[src/rtl/x_top_uart_cmd.sv]
// rtl/x_top_uart_cmd.sv - UART byte-command decoder driving a single 32-bit bus request
module x_top_uart_cmd #(
    parameter int p_timeout = 100000
) (
    input  logic        i_clk,
    input  logic        i_rst,
    input  logic        i_rx_valid,
    input  logic [7:0]  i_rx_data,
    output logic        o_tx_valid,
    output logic [7:0]  o_tx_data,
    input  logic        i_tx_accept,
    output logic        o_bus_valid,
    output logic        o_bus_we,
    output logic [31:0] o_bus_addr,
    output logic [31:0] o_bus_wdata,
    input  logic        i_bus_ready,
    input  logic [31:0] i_bus_rdata,
    output logic        o_err
);

    typedef enum logic [2:0] {IDLE, ADDR, DATA, BUS, RESP} state_t;

    localparam logic [31:0] TIMEOUT_LAST = 32'(p_timeout - 1);

    state_t      state;
    logic [1:0]  byte_cnt;
    logic [31:0] idle_cnt;
    logic [31:0] rdata;

    always_ff @(posedge i_clk) begin
        if (i_rst) begin
            state       <= IDLE;
            byte_cnt    <= 2'd0;
            idle_cnt    <= 32'd0;
            rdata       <= 32'd0;
            o_bus_addr  <= 32'd0;
            o_bus_wdata <= 32'd0;
            o_bus_valid <= 1'b0;
            o_bus_we    <= 1'b0;
            o_tx_valid  <= 1'b0;
            o_tx_data   <= 8'h00;
            o_err       <= 1'b0;
        end else begin
            o_err <= 1'b0;
            case (state)
                IDLE: begin
                    idle_cnt <= 32'd0;
                    if (i_rx_valid) begin
                        if (i_rx_data == 8'h57 || i_rx_data == 8'h52) begin
                            o_bus_we <= (i_rx_data == 8'h57);
                            byte_cnt <= 2'd0;
                            state    <= ADDR;
                        end else begin
                            o_err <= 1'b1;
                        end
                    end
                end
                ADDR, DATA: begin
                    // A strobe landing on the timeout cycle wins over the timeout
                    if (i_rx_valid) begin
                        idle_cnt <= 32'd0;
                        byte_cnt <= byte_cnt + 2'd1;
                        if (state == ADDR)
                            o_bus_addr <= {o_bus_addr[23:0], i_rx_data};
                        else
                            o_bus_wdata <= {o_bus_wdata[23:0], i_rx_data};
                        if (byte_cnt == 2'd3) begin
                            if (state == ADDR && o_bus_we) begin
                                state <= DATA;
                            end else begin
                                state       <= BUS;
                                o_bus_valid <= 1'b1;
                            end
                        end
                    end else if (idle_cnt == TIMEOUT_LAST) begin
                        o_err    <= 1'b1;
                        idle_cnt <= 32'd0;
                        state    <= IDLE;
                    end else begin
                        idle_cnt <= idle_cnt + 32'd1;
                    end
                end
                BUS: begin
                    idle_cnt <= 32'd0;
                    if (i_rx_valid)
                        o_err <= 1'b1;
                    if (i_bus_ready) begin
                        rdata       <= i_bus_rdata;
                        o_bus_valid <= 1'b0;
                        o_tx_valid  <= 1'b1;
                        o_tx_data   <= o_bus_we ? 8'h4B : i_bus_rdata[31:24];
                        byte_cnt    <= 2'd0;
                        state       <= RESP;
                    end
                end
                RESP: begin
                    idle_cnt <= 32'd0;
                    if (i_rx_valid)
                        o_err <= 1'b1;
                    if (i_tx_accept) begin
                        if (o_bus_we || byte_cnt == 2'd3) begin
                            o_tx_valid <= 1'b0;
                            state      <= IDLE;
                        end else begin
                            byte_cnt  <= byte_cnt + 2'd1;
                            o_tx_data <= rdata[23:16];
                            rdata     <= {rdata[23:0], 8'h00};
                        end
                    end
                end
                default: state <= IDLE;
            endcase
        end
    end

endmodule

[config.mk]
export PLATFORM = sky130hd
export DESIGN_NAME = x_top_uart_cmd
export DESIGN_NICKNAME = d
export VERILOG_FILES = /design/src/rtl/x_top_uart_cmd.sv
export SDC_FILE = /design/constraint.sdc
export NUM_CORES = 1
export LEC_CHECK = 0
export CAP_MARGIN = 20
export CORE_MARGIN = 10
export CORE_UTILIZATION = 55
export CTS_CLUSTER_DIAMETER = 40
export DETAILED_ROUTE_END_ITERATION = 10
export HOLD_SLACK_MARGIN = 0.08
export PLACE_DENSITY = 0.92
export RECOVER_POWER = 25
export SYNTH_ARGS = -nofsm -noshare
export SYNTH_HDL_FRONTEND = slang
export SYNTH_SLANG_ARGS = --single-unit
[constraint.sdc]
create_clock -name i_clk -period 6.1 [get_ports i_clk]
set_clock_uncertainty 0.1 [all_clocks]
set_input_delay 0.61 -clock i_clk [delete_from_list [all_inputs] [get_ports i_clk]]
set_output_delay 0.61 -clock i_clk [all_outputs]
set_load 0.01 [all_outputs]
==> flow_summary_export.csv <==
group,metric,value,unit
status,outcome,"complete, but fails checks",
status,violations,"max-capacitance violations, max-slew violations",
place,gp_congestion,0.8839,
sta,setup_ws,2.491,ns
clocking,cts_tree,"yes",
setup_path,critical-path-top-delay-family,"simple AND/OR/NAND/NOR gates",
route,num_vias,5827,
yosys,synth-seq-cells,137,
finish,drive_above_1_share,5.047,%
yosys,ys.flop_type,"dfxtp_1",
yosys,netlist_instances,744,
yosys,synth_area_leaders,"dfxtp_1 47%, nand2_1 13%, a21oi_1 8.0%, nor2_1 3.8%, a311oi_1 2.4%",
yosys,ys_types,54,
setup_path,start_kind,"register",
die,core_area,10320,um^2
yosys,ys_warn_count,0,
global_routing,grt_overflow,0,
finish,nNetsFinal,886,
place,post-place-cells,953,
clocking,worstSkewPairLatency,0.53,ns
clocking,ctsResizeCount,0,
yosys,syn_area_per_cell,7.865,um^2
setup_path,crit_path_max_incr_delay,1.44,ns
finish,final_cells,988,
sta,rsz0062_at_grt,"false",
yosys,ys_seq_area_share,46.87,%
route,via_per_inst,5.898,
min_path,holdCritPathClass,"reg -> reg",
route,wl_per_cell,17.27,um
die,dieArea,15170,um^2
setup_path,worstPathMaxFanout,17,
pwr,power,1941,uW
setup_path,critPathRequiredTime,6.37,ns
route,drc,0,
yosys,synth_area,5852,um^2
yosys,yosysTopAreaCell,"dfxtp_1",
sta,drv_slew,15,
sta,tightestPinTransition,1.768,ns
finish,antenna_cells,0,
route,dr.pass1.iters,6,
setup_path,slowest_stage,"nor3b_1",
place,pre_cts_slack,2.713,ns
run,maxCapViolCount,1,
place,dp_hpwl,10.91,mm
yosys,async_flop_share,0,%
finish,layout_common_cells,"200 x nand2_1, 137 x dfxtp_1, 101 x clkdlybuf4s50_1",
sta,finalSetupViolations,0,
die,dieWidth,123.2,um
global_routing,grt_pass1_vias,5436,
sta,period_needed,3.609,ns
setup_path,worstSetupPathType,"reg -> reg",
global_routing,grtUsageTotal,21.19,%
sta,fmax,277.1,MHz
route,wl,17.06,mm
global_routing,grt_max_degree,109,
die,ios,121,
die,rows,37,
pwr,p_per_area,254.7,nW/um^2
sta,hold_viol,0,
clocking,cts.path.max_buffers,2,
clocking,holdBufCountCts,0,
clocking,cts_root_buf,"clkbuf_8",
die,die_y,123.2,um
die,start_util,56.68,%
sta,fin_setup_tns,0,ns
place,port_buffers,120,
pwr,peakVddDrop,0.0001575,V
clocking,htreeDepth,4,
route,antenna_left,0,
finish,syn2layout_area_growth,30.28,%
setup_path,crit_arrival,3.87,ns
sta,maxSlewHeadroom,-18.11,%
yosys,synth_top_area_share,46.87,%
setup_path,worstPathBufferInverterCount,0,
place,dpl-instance-area,7046,um^2
global_routing,antenna_found_initial,0,
finish,layout_commonest_cell,"nand2_1",
setup_path,path_cells,"nor3b_1 > a31oi_2 > a211oi_1 > nor3_1",
clocking,cts_setup_buffers,0,
yosys,synth_edf_count,0,
clocking,cts.sinks,137,
clocking,clk_pin_slew,0.07,ns
sta,fin_crit_sh,59.16,%
finish,finalInstanceArea,7624,um^2
setup_path,cp-end-kind,"register",
pwr,p_leak,0.002522,uW
global_routing,grt_first_pass_wirelength,26.51,mm
yosys,synthesis.nets,791,
route,drtIter0Drc,884,
clocking,cts_made_buffers,17,
-- cell type report --
cell class,count,area [um^2]
Sequential cell,137,2743
Fill cell,691,2700
Inverter,6,22.52
Tap cell,136,170.2
Clock buffer,19,441.7
Timing Repair Buffer,124,1260
Multi-Input combinational cell,553,2878
Clock inverter,13,108.9
-- cell usage after synthesis, types with 3 or more instances --
cell and n:
or3_1 5, o21ai_0 10, and3_1 7, nand3b_1 3
nor3_1 16, clkbuf_1 36, and4_1 7, o31ai_1 3
dfxtp_1 137, buf_2 11, nand4_1 14, a21oi_1 94
inv_1 5, nor4_1 7, nand2b_1 4, mux2i_1 3
nor3b_1 5, nand3_1 24, nand2_1 200, a31oi_1 9
and2_1 4, nor2_1 59, o211ai_1 6, xor2_1 11
a311oi_1 16, xnor2_1 10, a211oi_1 5
-- worst paths after layout --
path         cells after the start               to  slack [ns]       startpoint
max                              4     o_tx_data[5]        2.49         state[2]
min                              2  o_bus_wdata[29]        0.35  o_bus_wdata[29]
max reg2reg                      4     o_tx_data[5]        2.49         state[2]
min reg2reg                      2  o_bus_wdata[29]        0.35  o_bus_wdata[29]
-- kinds of logic after synthesis --
logic type	synth area share (%)
buffers and inverters	3.763
XOR/XNOR	3.143
AO/OA/AOI/OAI	16.38
flip-flops	46.87
adder cells (fa/ha/maj)	0.4276
multiplexers	0.5132
AND/OR/NAND/NOR	28.91
-- worst register-to-register path: stages (launching register included) --
cell,delay (ns)
dfxtp_1,0.66
nor3b_1,1.44
a31oi_2,0.70
a211oi_1,0.46
nor3_1,0.09
-- report_power, final --
part / internal (uW) / switching [uW]
Clock: 530 / 418
Sequential: 898 / 6.49
Combinational: 42.4 / 45.8
Total: 1470 / 471
-- metrics by stage --
stage	hold WS, ns	util [%]
after floorplan	0.3321	-
final	0.3533	73.85
after global placement	0.3404	68.25
after global routing	0.3674	73.85
after CTS	0.3549	73.58
after detailed placement	0.3459	68.25
-- registers in the layout, summed over array words and instances (netlist names) --
name / cells
byte_cnt: 2
idle_cnt: 32
o_bus_addr: 32
o_bus_valid: 1
o_bus_wdata: 32
o_bus_we: 1
o_err: 1
o_tx_data: 8
o_tx_valid: 1
rdata: 24
state: 3
-- routing by layer --
| layer | vias to the layer above | global-route usage, % | wire length, um |
|---|---|---|---|
| li1 | 2778 | - | - |
| met3 | 64 | 5.196 | 1193 |
| met2 | 267 | 37.65 | 8693 |
| met4 | 0 | 7.715 | 444 |
| met1 | 2718 | 24.11 | 6728 |
| met5 | - | 0 | 0 |
No activity file was read; power rests on OpenSTA's default activity.
